==> src/rtl/omicron_pkg.sv <==
// Shared Omicron pipeline types: scoreboard entry layout and the forwarding-select encoder.
package omicron_pkg;

   localparam int RA_MAX = 8;   // widest register address any configuration may use
   localparam int MV_MAX = 8;   // widest match vector any configuration may use
   localparam int FWD_RF = 0;   // operand select value meaning "read the register file"

   typedef struct packed {
      logic              valid;
      logic [RA_MAX-1:0] rd;
      logic              we;
      logic              is_load;
   } sb_entry_t;

   // Youngest (lowest index) match wins; entry k maps to select k+1.
   function automatic logic [3:0] fwd_sel_of(input logic [MV_MAX-1:0] mv);
      fwd_sel_of = 4'(FWD_RF);
      for (int k = MV_MAX-1; k >= 0; k--)
         if (mv[k]) fwd_sel_of = 4'(k + 1);
   endfunction

endpackage

==> src/rtl/pipe_hazard_unit_if.sv <==
// ID-stage request and hazard-control response bundle between the decoder and the hazard unit.
interface pipe_hazard_unit_if #(
   parameter int REG_AW = 4,
   parameter int SEL_W  = 2
);
   logic              id_valid;
   logic [REG_AW-1:0] id_rs_a;
   logic              id_rs_a_used;
   logic [REG_AW-1:0] id_rs_b;
   logic              id_rs_b_used;
   logic [REG_AW-1:0] id_rd;
   logic              id_rd_we;
   logic              id_is_load;
   logic              br_taken;

   logic              stall;
   logic [SEL_W-1:0]  fwd_sel_a;
   logic [SEL_W-1:0]  fwd_sel_b;
   logic              flush;
   logic              pipe_busy;
   logic [15:0]       stall_cnt;

   modport master (
      output id_valid, id_rs_a, id_rs_a_used, id_rs_b, id_rs_b_used,
             id_rd, id_rd_we, id_is_load, br_taken,
      input  stall, fwd_sel_a, fwd_sel_b, flush, pipe_busy, stall_cnt
   );

   modport slave (
      input  id_valid, id_rs_a, id_rs_a_used, id_rs_b, id_rs_b_used,
             id_rd, id_rd_we, id_is_load, br_taken,
      output stall, fwd_sel_a, fwd_sel_b, flush, pipe_busy, stall_cnt
   );
endinterface

==> src/rtl/hazard_match.sv <==
// Per-source priority match of one ID operand against the checked scoreboard entries.
module hazard_match
   import omicron_pkg::*;
#(
   parameter int REG_AW   = 4,
   parameter int NCHK     = 2,
   parameter int ZERO_REG = 1
) (
   input  logic [REG_AW-1:0]   src_i,
   input  logic                used_i,
   input  sb_entry_t [NCHK-1:0] sb_i,
   output logic                hit_o,
   output logic [2:0]          hit_idx_o,
   output logic                hit_is_load_o
);

   logic [MV_MAX-1:0] mv;
   logic              src_zero;
   logic [3:0]        sel;

   assign src_zero = (ZERO_REG != 0) && (src_i == '0);

   generate
      for (genvar k = 0; k < MV_MAX; k++) begin : g_m
         if (k < NCHK) begin : g_chk
            assign mv[k] = used_i & sb_i[k].valid & sb_i[k].we & ~src_zero &
                           (sb_i[k].rd == RA_MAX'(src_i));
         end else begin : g_nc
            assign mv[k] = 1'b0;
         end
      end
   endgenerate

   assign sel       = fwd_sel_of(mv);
   assign hit_o     = (sel != 4'(FWD_RF));
   assign hit_idx_o = hit_o ? 3'(sel - 4'd1) : 3'd0;

   always_comb begin
      hit_is_load_o = 1'b0;
      for (int k = 0; k < NCHK; k++)
         if (hit_o && (hit_idx_o == 3'(k))) hit_is_load_o = sb_i[k].is_load;
   end

endmodule

==> src/rtl/pipe_hazard_unit.sv <==
// Omicron hazard/forwarding/flush controller: scoreboard of in-flight destinations after ID.
module pipe_hazard_unit
   import omicron_pkg::*;
#(
   parameter int REG_AW   = 4,
   parameter int STAGES   = 3,
   parameter int FWD_EN   = 1,
   parameter int ZERO_REG = 1,
   parameter int SEL_W    = 2
) (
   input  logic               clk,
   input  logic               rst,
   pipe_hazard_unit_if.slave  hz
);

   localparam int NCHK = STAGES - 1;

   sb_entry_t [STAGES-1:0] sb_q, sb_d;
   logic                   flush_q;
   logic [15:0]            stall_cnt_q, stall_cnt_d;

   logic       hit_a, hit_b, ld_a, ld_b;
   logic [2:0] idx_a, idx_b;
   logic       need_a, need_b, stall;
   logic [SEL_W-1:0] sel_a, sel_b;
   logic       load_id;

   hazard_match #(.REG_AW(REG_AW), .NCHK(NCHK), .ZERO_REG(ZERO_REG)) u_match_a (
      .src_i(hz.id_rs_a), .used_i(hz.id_rs_a_used), .sb_i(sb_q[NCHK-1:0]),
      .hit_o(hit_a), .hit_idx_o(idx_a), .hit_is_load_o(ld_a)
   );

   hazard_match #(.REG_AW(REG_AW), .NCHK(NCHK), .ZERO_REG(ZERO_REG)) u_match_b (
      .src_i(hz.id_rs_b), .used_i(hz.id_rs_b_used), .sb_i(sb_q[NCHK-1:0]),
      .hit_o(hit_b), .hit_idx_o(idx_b), .hit_is_load_o(ld_b)
   );

   always_comb begin
      need_a = 1'b0;
      need_b = 1'b0;
      sel_a  = SEL_W'(FWD_RF);
      sel_b  = SEL_W'(FWD_RF);
      if (FWD_EN != 0) begin
         // only a load still in EX cannot be forwarded yet
         need_a = hit_a && (idx_a == 3'd0) && ld_a;
         need_b = hit_b && (idx_b == 3'd0) && ld_b;
         if (hit_a) sel_a = SEL_W'(idx_a + 3'd1);
         if (hit_b) sel_b = SEL_W'(idx_b + 3'd1);
      end else begin
         need_a = hit_a;
         need_b = hit_b;
      end
      if (!hz.id_valid) begin
         sel_a = SEL_W'(FWD_RF);
         sel_b = SEL_W'(FWD_RF);
      end
   end

   assign stall   = hz.id_valid & (need_a | need_b) & ~hz.br_taken;
   assign load_id = hz.id_valid & ~stall & ~hz.br_taken & ~flush_q;

   always_comb begin
      sb_d = '0;
      if (load_id) begin
         sb_d[0].valid   = 1'b1;
         sb_d[0].rd      = RA_MAX'(hz.id_rd);
         sb_d[0].we      = hz.id_rd_we;
         sb_d[0].is_load = hz.id_is_load;
      end
      for (int k = 1; k < STAGES; k++) sb_d[k] = sb_q[k-1];
      stall_cnt_d = stall_cnt_q;
      if (stall && (stall_cnt_q != 16'hFFFF)) stall_cnt_d = stall_cnt_q + 16'd1;
   end

   always_ff @(posedge clk or posedge rst) begin
      if (rst) begin
         sb_q        <= '0;
         flush_q     <= 1'b0;
         stall_cnt_q <= '0;
      end else begin
         sb_q        <= sb_d;
         flush_q     <= hz.br_taken;
         stall_cnt_q <= stall_cnt_d;
      end
   end

   always_comb begin
      hz.pipe_busy = 1'b0;
      for (int k = 0; k < STAGES; k++) hz.pipe_busy = hz.pipe_busy | sb_q[k].valid;
   end

   assign hz.stall     = stall;
   assign hz.fwd_sel_a = sel_a;
   assign hz.fwd_sel_b = sel_b;
   assign hz.flush     = flush_q;
   assign hz.stall_cnt = stall_cnt_q;

   // the WB entry is only tracked for occupancy; its result is already in the register file
   logic unused_wb;
   assign unused_wb = ^{sb_q[STAGES-1].rd, sb_q[STAGES-1].we, sb_q[STAGES-1].is_load};

endmodule
==> src/flat_wrapper.sv <==
// flat-port wrapper written by rule: the top's interface ports become plain ports
module pipe_hazard_unit_flat import omicron_pkg::*;
#(
   parameter int REG_AW   = 4,
   parameter int STAGES   = 3,
   parameter int FWD_EN   = 1,
   parameter int ZERO_REG = 1,
   parameter int SEL_W    = 2
)
  (clk, rst, hz_id_valid, hz_id_rs_a, hz_id_rs_a_used, hz_id_rs_b, hz_id_rs_b_used, hz_id_rd, hz_id_rd_we, hz_id_is_load, hz_br_taken, hz_stall, hz_fwd_sel_a, hz_fwd_sel_b, hz_flush, hz_pipe_busy, hz_stall_cnt);
  pipe_hazard_unit_if #(.REG_AW(REG_AW), .SEL_W(SEL_W)) hz_i ();
  input  logic clk;
  input  logic rst;
  input wire logic [$bits(hz_i.id_valid)-1:0] hz_id_valid;
  input wire logic [$bits(hz_i.id_rs_a)-1:0] hz_id_rs_a;
  input wire logic [$bits(hz_i.id_rs_a_used)-1:0] hz_id_rs_a_used;
  input wire logic [$bits(hz_i.id_rs_b)-1:0] hz_id_rs_b;
  input wire logic [$bits(hz_i.id_rs_b_used)-1:0] hz_id_rs_b_used;
  input wire logic [$bits(hz_i.id_rd)-1:0] hz_id_rd;
  input wire logic [$bits(hz_i.id_rd_we)-1:0] hz_id_rd_we;
  input wire logic [$bits(hz_i.id_is_load)-1:0] hz_id_is_load;
  input wire logic [$bits(hz_i.br_taken)-1:0] hz_br_taken;
  output wire logic [$bits(hz_i.stall)-1:0] hz_stall;
  output wire logic [$bits(hz_i.fwd_sel_a)-1:0] hz_fwd_sel_a;
  output wire logic [$bits(hz_i.fwd_sel_b)-1:0] hz_fwd_sel_b;
  output wire logic [$bits(hz_i.flush)-1:0] hz_flush;
  output wire logic [$bits(hz_i.pipe_busy)-1:0] hz_pipe_busy;
  output wire logic [$bits(hz_i.stall_cnt)-1:0] hz_stall_cnt;
  assign hz_i.id_valid = hz_id_valid;
  assign hz_i.id_rs_a = hz_id_rs_a;
  assign hz_i.id_rs_a_used = hz_id_rs_a_used;
  assign hz_i.id_rs_b = hz_id_rs_b;
  assign hz_i.id_rs_b_used = hz_id_rs_b_used;
  assign hz_i.id_rd = hz_id_rd;
  assign hz_i.id_rd_we = hz_id_rd_we;
  assign hz_i.id_is_load = hz_id_is_load;
  assign hz_i.br_taken = hz_br_taken;
  assign hz_stall = hz_i.stall;
  assign hz_fwd_sel_a = hz_i.fwd_sel_a;
  assign hz_fwd_sel_b = hz_i.fwd_sel_b;
  assign hz_flush = hz_i.flush;
  assign hz_pipe_busy = hz_i.pipe_busy;
  assign hz_stall_cnt = hz_i.stall_cnt;
  pipe_hazard_unit #(.REG_AW(REG_AW), .STAGES(STAGES), .FWD_EN(FWD_EN), .ZERO_REG(ZERO_REG), .SEL_W(SEL_W)) u_core (.clk(clk), .rst(rst), .hz(hz_i));
endmodule
==> config.mk <==
export PLATFORM = sky130hd
export DESIGN_NAME = pipe_hazard_unit_flat
export DESIGN_NICKNAME = d
export VERILOG_FILES = /design/src/rtl/omicron_pkg.sv /design/src/rtl/pipe_hazard_unit_if.sv /design/src/rtl/hazard_match.sv /design/src/rtl/pipe_hazard_unit.sv /design/src/flat_wrapper.sv
export SDC_FILE = /design/constraint.sdc
export NUM_CORES = 1
export LEC_CHECK = 0
export ABC_AREA = 1
export CORE_MARGIN = 1.5
export CORE_UTILIZATION = 50
export DETAILED_ROUTE_END_ITERATION = 8
export MAX_ROUTING_LAYER = met4
export PLACE_DENSITY = 0.8
export SLEW_MARGIN = 20
export SYNTH_ARGS = -nofsm -noshare
export SYNTH_HDL_FRONTEND = slang
export SYNTH_SLANG_ARGS = --single-unit
export TNS_END_PERCENT = 5
==> constraint.sdc <==
create_clock -name clk -period 5.1 [get_ports clk]
set_clock_uncertainty 0.1 [all_clocks]
set_input_delay 1.02 -clock clk [delete_from_list [all_inputs] [get_ports clk]]
set_output_delay 1.02 -clock clk [all_outputs]
set_load 0.005 [all_outputs]
Word level (Yosys, flattened, before mapping)

Index checks and enable logic that the tools add are counted.
W data, S select, Z words.

Register bits: 40
Bits of input ports: 20
Output and inout bits: 23
Word-level logic and storage cells: 80

Add/subtract/negate cells: 5
Equality and inequality tests: 7
Mux-type cells: 15
Bitwise operators: 29
Reductions and logical operators: 13

Operators by type and width:

| cell                    | count |
|---|---|
| $eq A8 B4 Y1            | 4 |
| $and A1 B1 Y1           | 21 |
| $add A16 B1 Y16 const B | 1 |
| $mux W2                 | 8 |
| $ne A16 B16 Y1 const B  | 1 |
| $mux W11                | 1 |
| $logic_not A4 Y1        | 2 |
| $reduce_bool A4 Y1      | 2 |
| $logic_and A1 B1 Y1     | 7 |
| $eq A3 B1 Y1 const B    | 2 |
| $logic_not A3 Y1        | 2 |
| $mux W3                 | 2 |
| $sub A3 B1 Y3 const B   | 2 |
| $not A1 Y1              | 5 |
| $add A2 B1 Y2 const B   | 2 |
| $mux W1                 | 4 |
| $or A1 B1 Y1            | 3 |

Longest topological paths before layout

Depth in word-level cells: 21
Depth in mapped cells: 11
Gate-level depth less buffers: 10

Modules after synthesis

Synthesis repeated with hierarchy kept, for this count alone.

Cell total of the unflattened synthesis: 324
Area, all modules: 2189.6 µm²

Modules (own cells, without submodules):

| module           | times used | cells each | area an instance (µm²) | seq. area each (µm²) |
|---|---|---|---|---|
| pipe_hazard_unit | 1          | 206        | 1659.1                 | 800.8 |
| hazard_match     | 2          | 59         | 265.3                  | 0.0 |

Least setup slack after synthesis

No wires, ideal clock.

Path type: input to output
Start point: input port hz_id_rs_b_used
End point: output port hz_stall
Arrival time: 1.715 ns
Required time: 3.980 ns
Slack: 2.265 ns
Stages: 8
Path buffers: 0
Cell sequence: inv_1 -> nor2_1 -> nand2_1 -> nor2_1 -> nand3_1 -> nand2_4 -> nand2_1 -> inv_1

Cells in the longest elaborated chain, start to end: 16
Elaborated cells on any way between the ends: 23
Those cells by class: add/sub: 1; eq/ne: 1; mux: 5; bitwise: 11; reduce/logical: 5

Ends and longest elaborated chain:

| item                                                       | line                                       | source |
|---|---|---|
| start: declaration                                         | flat_wrapper.sv:18                         | `input wire logic [$bits(hz_i.id_rs_b_used)-1:0] hz_id_rs_b_used;` |
| $and A1 B1 Y1 (4 in series)                                | hazard_match.sv:26                         | `assign mv[k] = used_i & sb_i[k].valid & sb_i[k].we & ~src_zero &` |
| $mux W2                                                    | omicron_pkg.sv:19                          | `if (mv[k]) fwd_sel_of = 4'(k + 1);` |
| $mux W2 *                                                  | omicron_pkg.sv:19                          |  |
| $sub A3 B1 Y3 / $reduce_bool A4 Y1 (equally long branches) | hazard_match.sv:36, hazard_match.sv:35     |  |
| $mux W3                                                    | hazard_match.sv:36                         | `assign hit_idx_o = hit_o ? 3'(sel - 4'd1) : 3'd0;` |
| $logic_not A3 Y1                                           | hazard_match.sv:41, pipe_hazard_unit.sv:46 |  |
| $logic_and A1 B1 Y1                                        | hazard_match.sv:41, pipe_hazard_unit.sv:46 |  |
| $mux W1 (2 in series)                                      | hazard_match.sv:41                         | `if (hit_o && (hit_idx_o == 3'(k))) hit_is_load_o = sb_i[k].is_load;` |
| $logic_and A1 B1 Y1 *                                      | pipe_hazard_unit.sv:46                     | `need_b = hit_b && (idx_b == 3'd0) && ld_b;` |
| $or A1 B1 Y1 *                                             | pipe_hazard_unit.sv:59                     | `assign stall = hz.id_valid & (need_a \| need_b) & ~hz.br_taken;` |
| $and A1 B1 Y1 * (2 in series)                              | pipe_hazard_unit.sv:59                     |  |
| end: declaration                                           | flat_wrapper.sv:23                         | `output wire logic [$bits(hz_i.stall)-1:0] hz_stall;` |

Every way passes the cells marked *; elsewhere a longest branch is shown, timed or not.

Final worst setup path

Start point: input port hz_id_rs_b[2]
End point: output port hz_stall

Cells in the longest elaborated chain, start to end: 16
Elaborated cells on any way between the ends: 23
Those cells by class: add/sub: 1; eq/ne: 3; mux: 5; bitwise: 8; reduce/logical: 6

Ends and longest elaborated chain:

| item                                                       | line                                       | source |
|---|---|---|
| start: declaration                                         | flat_wrapper.sv:17                         | `input wire logic [$bits(hz_i.id_rs_b)-1:0] hz_id_rs_b;` |
| $logic_not A4 Y1                                           | hazard_match.sv:21                         | `assign src_zero = (ZERO_REG != 0) && (src_i == '0);` |
| $not A1 Y1                                                 | hazard_match.sv:26                         |  |
| $and A1 B1 Y1 (2 in series)                                | hazard_match.sv:26                         |  |
| $mux W2                                                    | omicron_pkg.sv:19                          |  |
| $mux W2 *                                                  | omicron_pkg.sv:19                          |  |
| $sub A3 B1 Y3 / $reduce_bool A4 Y1 (equally long branches) | hazard_match.sv:36, hazard_match.sv:35     |  |
| $mux W3                                                    | hazard_match.sv:36                         |  |
| $logic_not A3 Y1                                           | hazard_match.sv:41, pipe_hazard_unit.sv:46 |  |
| $logic_and A1 B1 Y1                                        | hazard_match.sv:41, pipe_hazard_unit.sv:46 |  |
| $mux W1 (2 in series)                                      | hazard_match.sv:41                         |  |
| $logic_and A1 B1 Y1 *                                      | pipe_hazard_unit.sv:46                     |  |
| $or A1 B1 Y1 *                                             | pipe_hazard_unit.sv:59                     |  |
| $and A1 B1 Y1 * (2 in series)                              | pipe_hazard_unit.sv:59                     |  |

Marked as above.

==> impl_metrics.yaml <==
global_routing:
  grt_max_degree: 32
  grt_pass1_vias: 1708
  grt_pass1_wl_um: 7510
  overflow: 0
  antenna_found_initial: 0
  grtUsageTotal_pct: 24.2
logic_synthesis:
  netlist_area_um2: 1870
  postSynthCellCount: 259
  yosys_warnings: 0
  syn-num-nets: 280
  synth_edf_count: 0
  synth-seq-area-share_pct: 41.4
  synth_area_leaders: "dfrtp_1 (41%), nand2_1 (18%), inv_1 (7.0%)"
  synth_cell_type_count: 22
  yosys_register_bits: 31
  ys.flop_type: "dfrtp_1"
  synthArstFlopShare_pct: 100
  synth_top_area_cell: "dfrtp_1"
  avgSynthCellArea_um2: 7.24
  synth_top_cell_area_share_pct: 41.4
layout:
  fin_util_pct: 67.3
  nFillCells: 326
  syn_to_final_growth_pct: 30.4
  final_nets: 327
  multi_input_area_um2: 938
  final-seq-area_um2: 776
  antenna_cells: 0
  drive_gt1_share_pct: 5.86
critical_path:
  cpMostUsedCell: "nand2_1"
  cp_max_fo: 18
  start_kind: "primary input"
  crit_type: "in -> out"
  cp.required_ps: 3980
  cp-end-kind: "output pin"
  cp_top_family: "buffers and inverters"
  worst-path-buf-inv: 3
  cp_slowest_cell: "clkdlybuf4s50_1"
  cp_slowest_stage_delay_ps: 540
  crit_chain: "clkdlybuf4s50_1, nor2_1, nand2_1, nand2_1, nor2_1, nand3_1, nand2_4, nand2_1, inv_1, clkdlybuf4s50_1"
  cp.arrival_ps: 2920
detailed_routing:
  drc_errors: 0
  routed.top_layer: "met4"
  wl_met3_um: 214
  wl_met1_um: 2090
  route.met2.wl_um: 2030
  drt_iter0_drc: 97
  drt_wl_total_um: 4390
  vias: 1755
  drtPass1Iterations: 4
  avgViaCountPerCell: 4.94
  ant_nets: 0
  wl_per_cell_um: 12.4
pwr:
  p_leak_nw: 1.18
  ir_drop_uv: 167
  powerDensity_nw_per_um2: 207
  p_total_w: 0.000506
timing:
  setup_tns_ps: 0
  setup_viol: 0
  fin_crit_ps: 4040
  tightestPinTransition_ps: 400
  maxSlewViolCount: 0
  rsz0062_at_grt: "false"
  finalCritPeriodShare_pct: 79.2
  fmax_mhz: 248
  hold_viol: 0
  slew-limit-headroom_pct: 73.3
  holdWs_ps: 277
clock_network:
  ctsResizeCount: 0
  cts.sinks: 31
  path_clk_slew_ps: 60
  cts_tree: "built"
  clockBufferDepth: 2
  clockRootBuffer: "clkbuf_8"
  postCtsHoldBufs: 0
  clk_latency_ps: 280
  postCtsSetupBuffers: 0
  h-tree-depth: 2
  cts_buffers: 5
floorplanning:
  die_w_um: 64.2
  fp.dieH_um: 64.2
  row_count: 22
  dieArea_um2: 4120
  coreArea_um2: 3630
  pin_count: 43
  start_util_pct: 51.6
place:
  place_hpwl_um: 3210
  io_buffers: 42
  place_congestion: 0.868
status:
  status: "complete, no violations"
job:
  maxCapViolCount: 0
worst_hold_path:
  min-delay-path-class: "reg -> reg"
## cells in the final DEF, fill, tap and decap left out, types with 2 or more instances in the layout
cell	Yosys	routed
clkdlybuf4s50_1	0	42
o21ai_0	4	4
inv_1	35	35
xor2_1	11	11
nand2_2	2	2
nand3_4	2	2
nor3_1	3	3
dfrtp_1	31	31
nand3_1	7	7
nor2_4	2	2
xnor2_1	8	8
nor2_1	34	34
nand2_1	90	90
nand4_1	20	20
buf_4	0	2
clkbuf_8	0	7
## path summary, 6_finish.rpt
| kind | from | end | slack, ps | cells past startpoint |
|---|---|---|---|---|
| worst max-delay path | hz_id_rs_b[2] | hz_stall | 1060 | 10 |
| worst min-delay path | u_core.sb_d[12] | u_core.sb_d[23] | 280 | 0 |
| worst max register to register | u_core.hz.stall_cnt[0] | u_core.hz.stall_cnt[7] | 3160 | 7 |
| worst min register to register | u_core.sb_d[12] | u_core.sb_d[23] | 280 | 0 |
| max in group asynchronous | rst | u_core.hz.stall_cnt[15] | 3590 | 3 |
| min in group asynchronous | rst | u_core.hz.stall_cnt[1] | 1020 | 3 |
## area by class of cell
cell class,count,area share (%)
Clock buffer,8,4.09
Inverter,36,5.53
Multi-Input combinational cell,188,38.4
Sequential cell,31,31.7
Tap cell,48,2.46
Timing Repair Buffer,44,17.8
## flip-flops by register name, summed over array words and instances, names as in the netlist
name / flops
u_core.hz.stall_cnt: 16
u_core.hz.flush: 1
u_core.sb_q: 1
u_core.sb_d: 13
## cells in the mapped netlist, types with 3 or more instances
master,number
nand2_1,90
inv_1,35
nor2_1,34
dfrtp_1,31
nand4_1,20
xor2_1,11
xnor2_1,8
nand3_1,7
o21ai_0,4
nor3_1,3
## metal layers
layer	track usage, %	vias up
li1	-	896
met4	8.24	0
met5	-	-
met1	30.9	800
met2	39.1	54
met3	4.40	5
## per-stage QoR
step / setup slack (ps) / std cells / instance area (um2)
2_1_floorplan: 2270 / 259 / 1870
3_3_place_gp: 1080 / 347 / 2340
3_5_place_dp: 1050 / 347 / 2340
4_1_cts: 1050 / 355 / 2440
5_1_grt: 903 / 355 / 2440
6_report: 1060 / 355 / 2440
## worst reg2reg max path, cell delays in order (launching register included)
cell	delay, ps
dfrtp_1	440
ha_1	260
nand3_1	240
nor2_4	200
nand3_4	200
nand3_4	270
nand2_1	100
nand2_1	70
## power breakdown
group	internal, W	switching (W)	leakage (nW)
sequential	0.000250	0.00000285	0.427
combinational	0.0000225	0.0000212	0.707
clock	0.000123	0.0000868	0.0515
## cell families after synthesis
group | Yosys count | synth area share, %
buffers and inverters | 40 | 8.54
flip-flops | 31 | 41.4
adder cells (fa/ha/maj) | 1 | 0.667
XOR/XNOR | 19 | 8.88
AND/OR/NAND/NOR | 163 | 39.2
AO/OA/AOI/OAI | 5 | 1.33
Power figures use the tool's default switching activity.
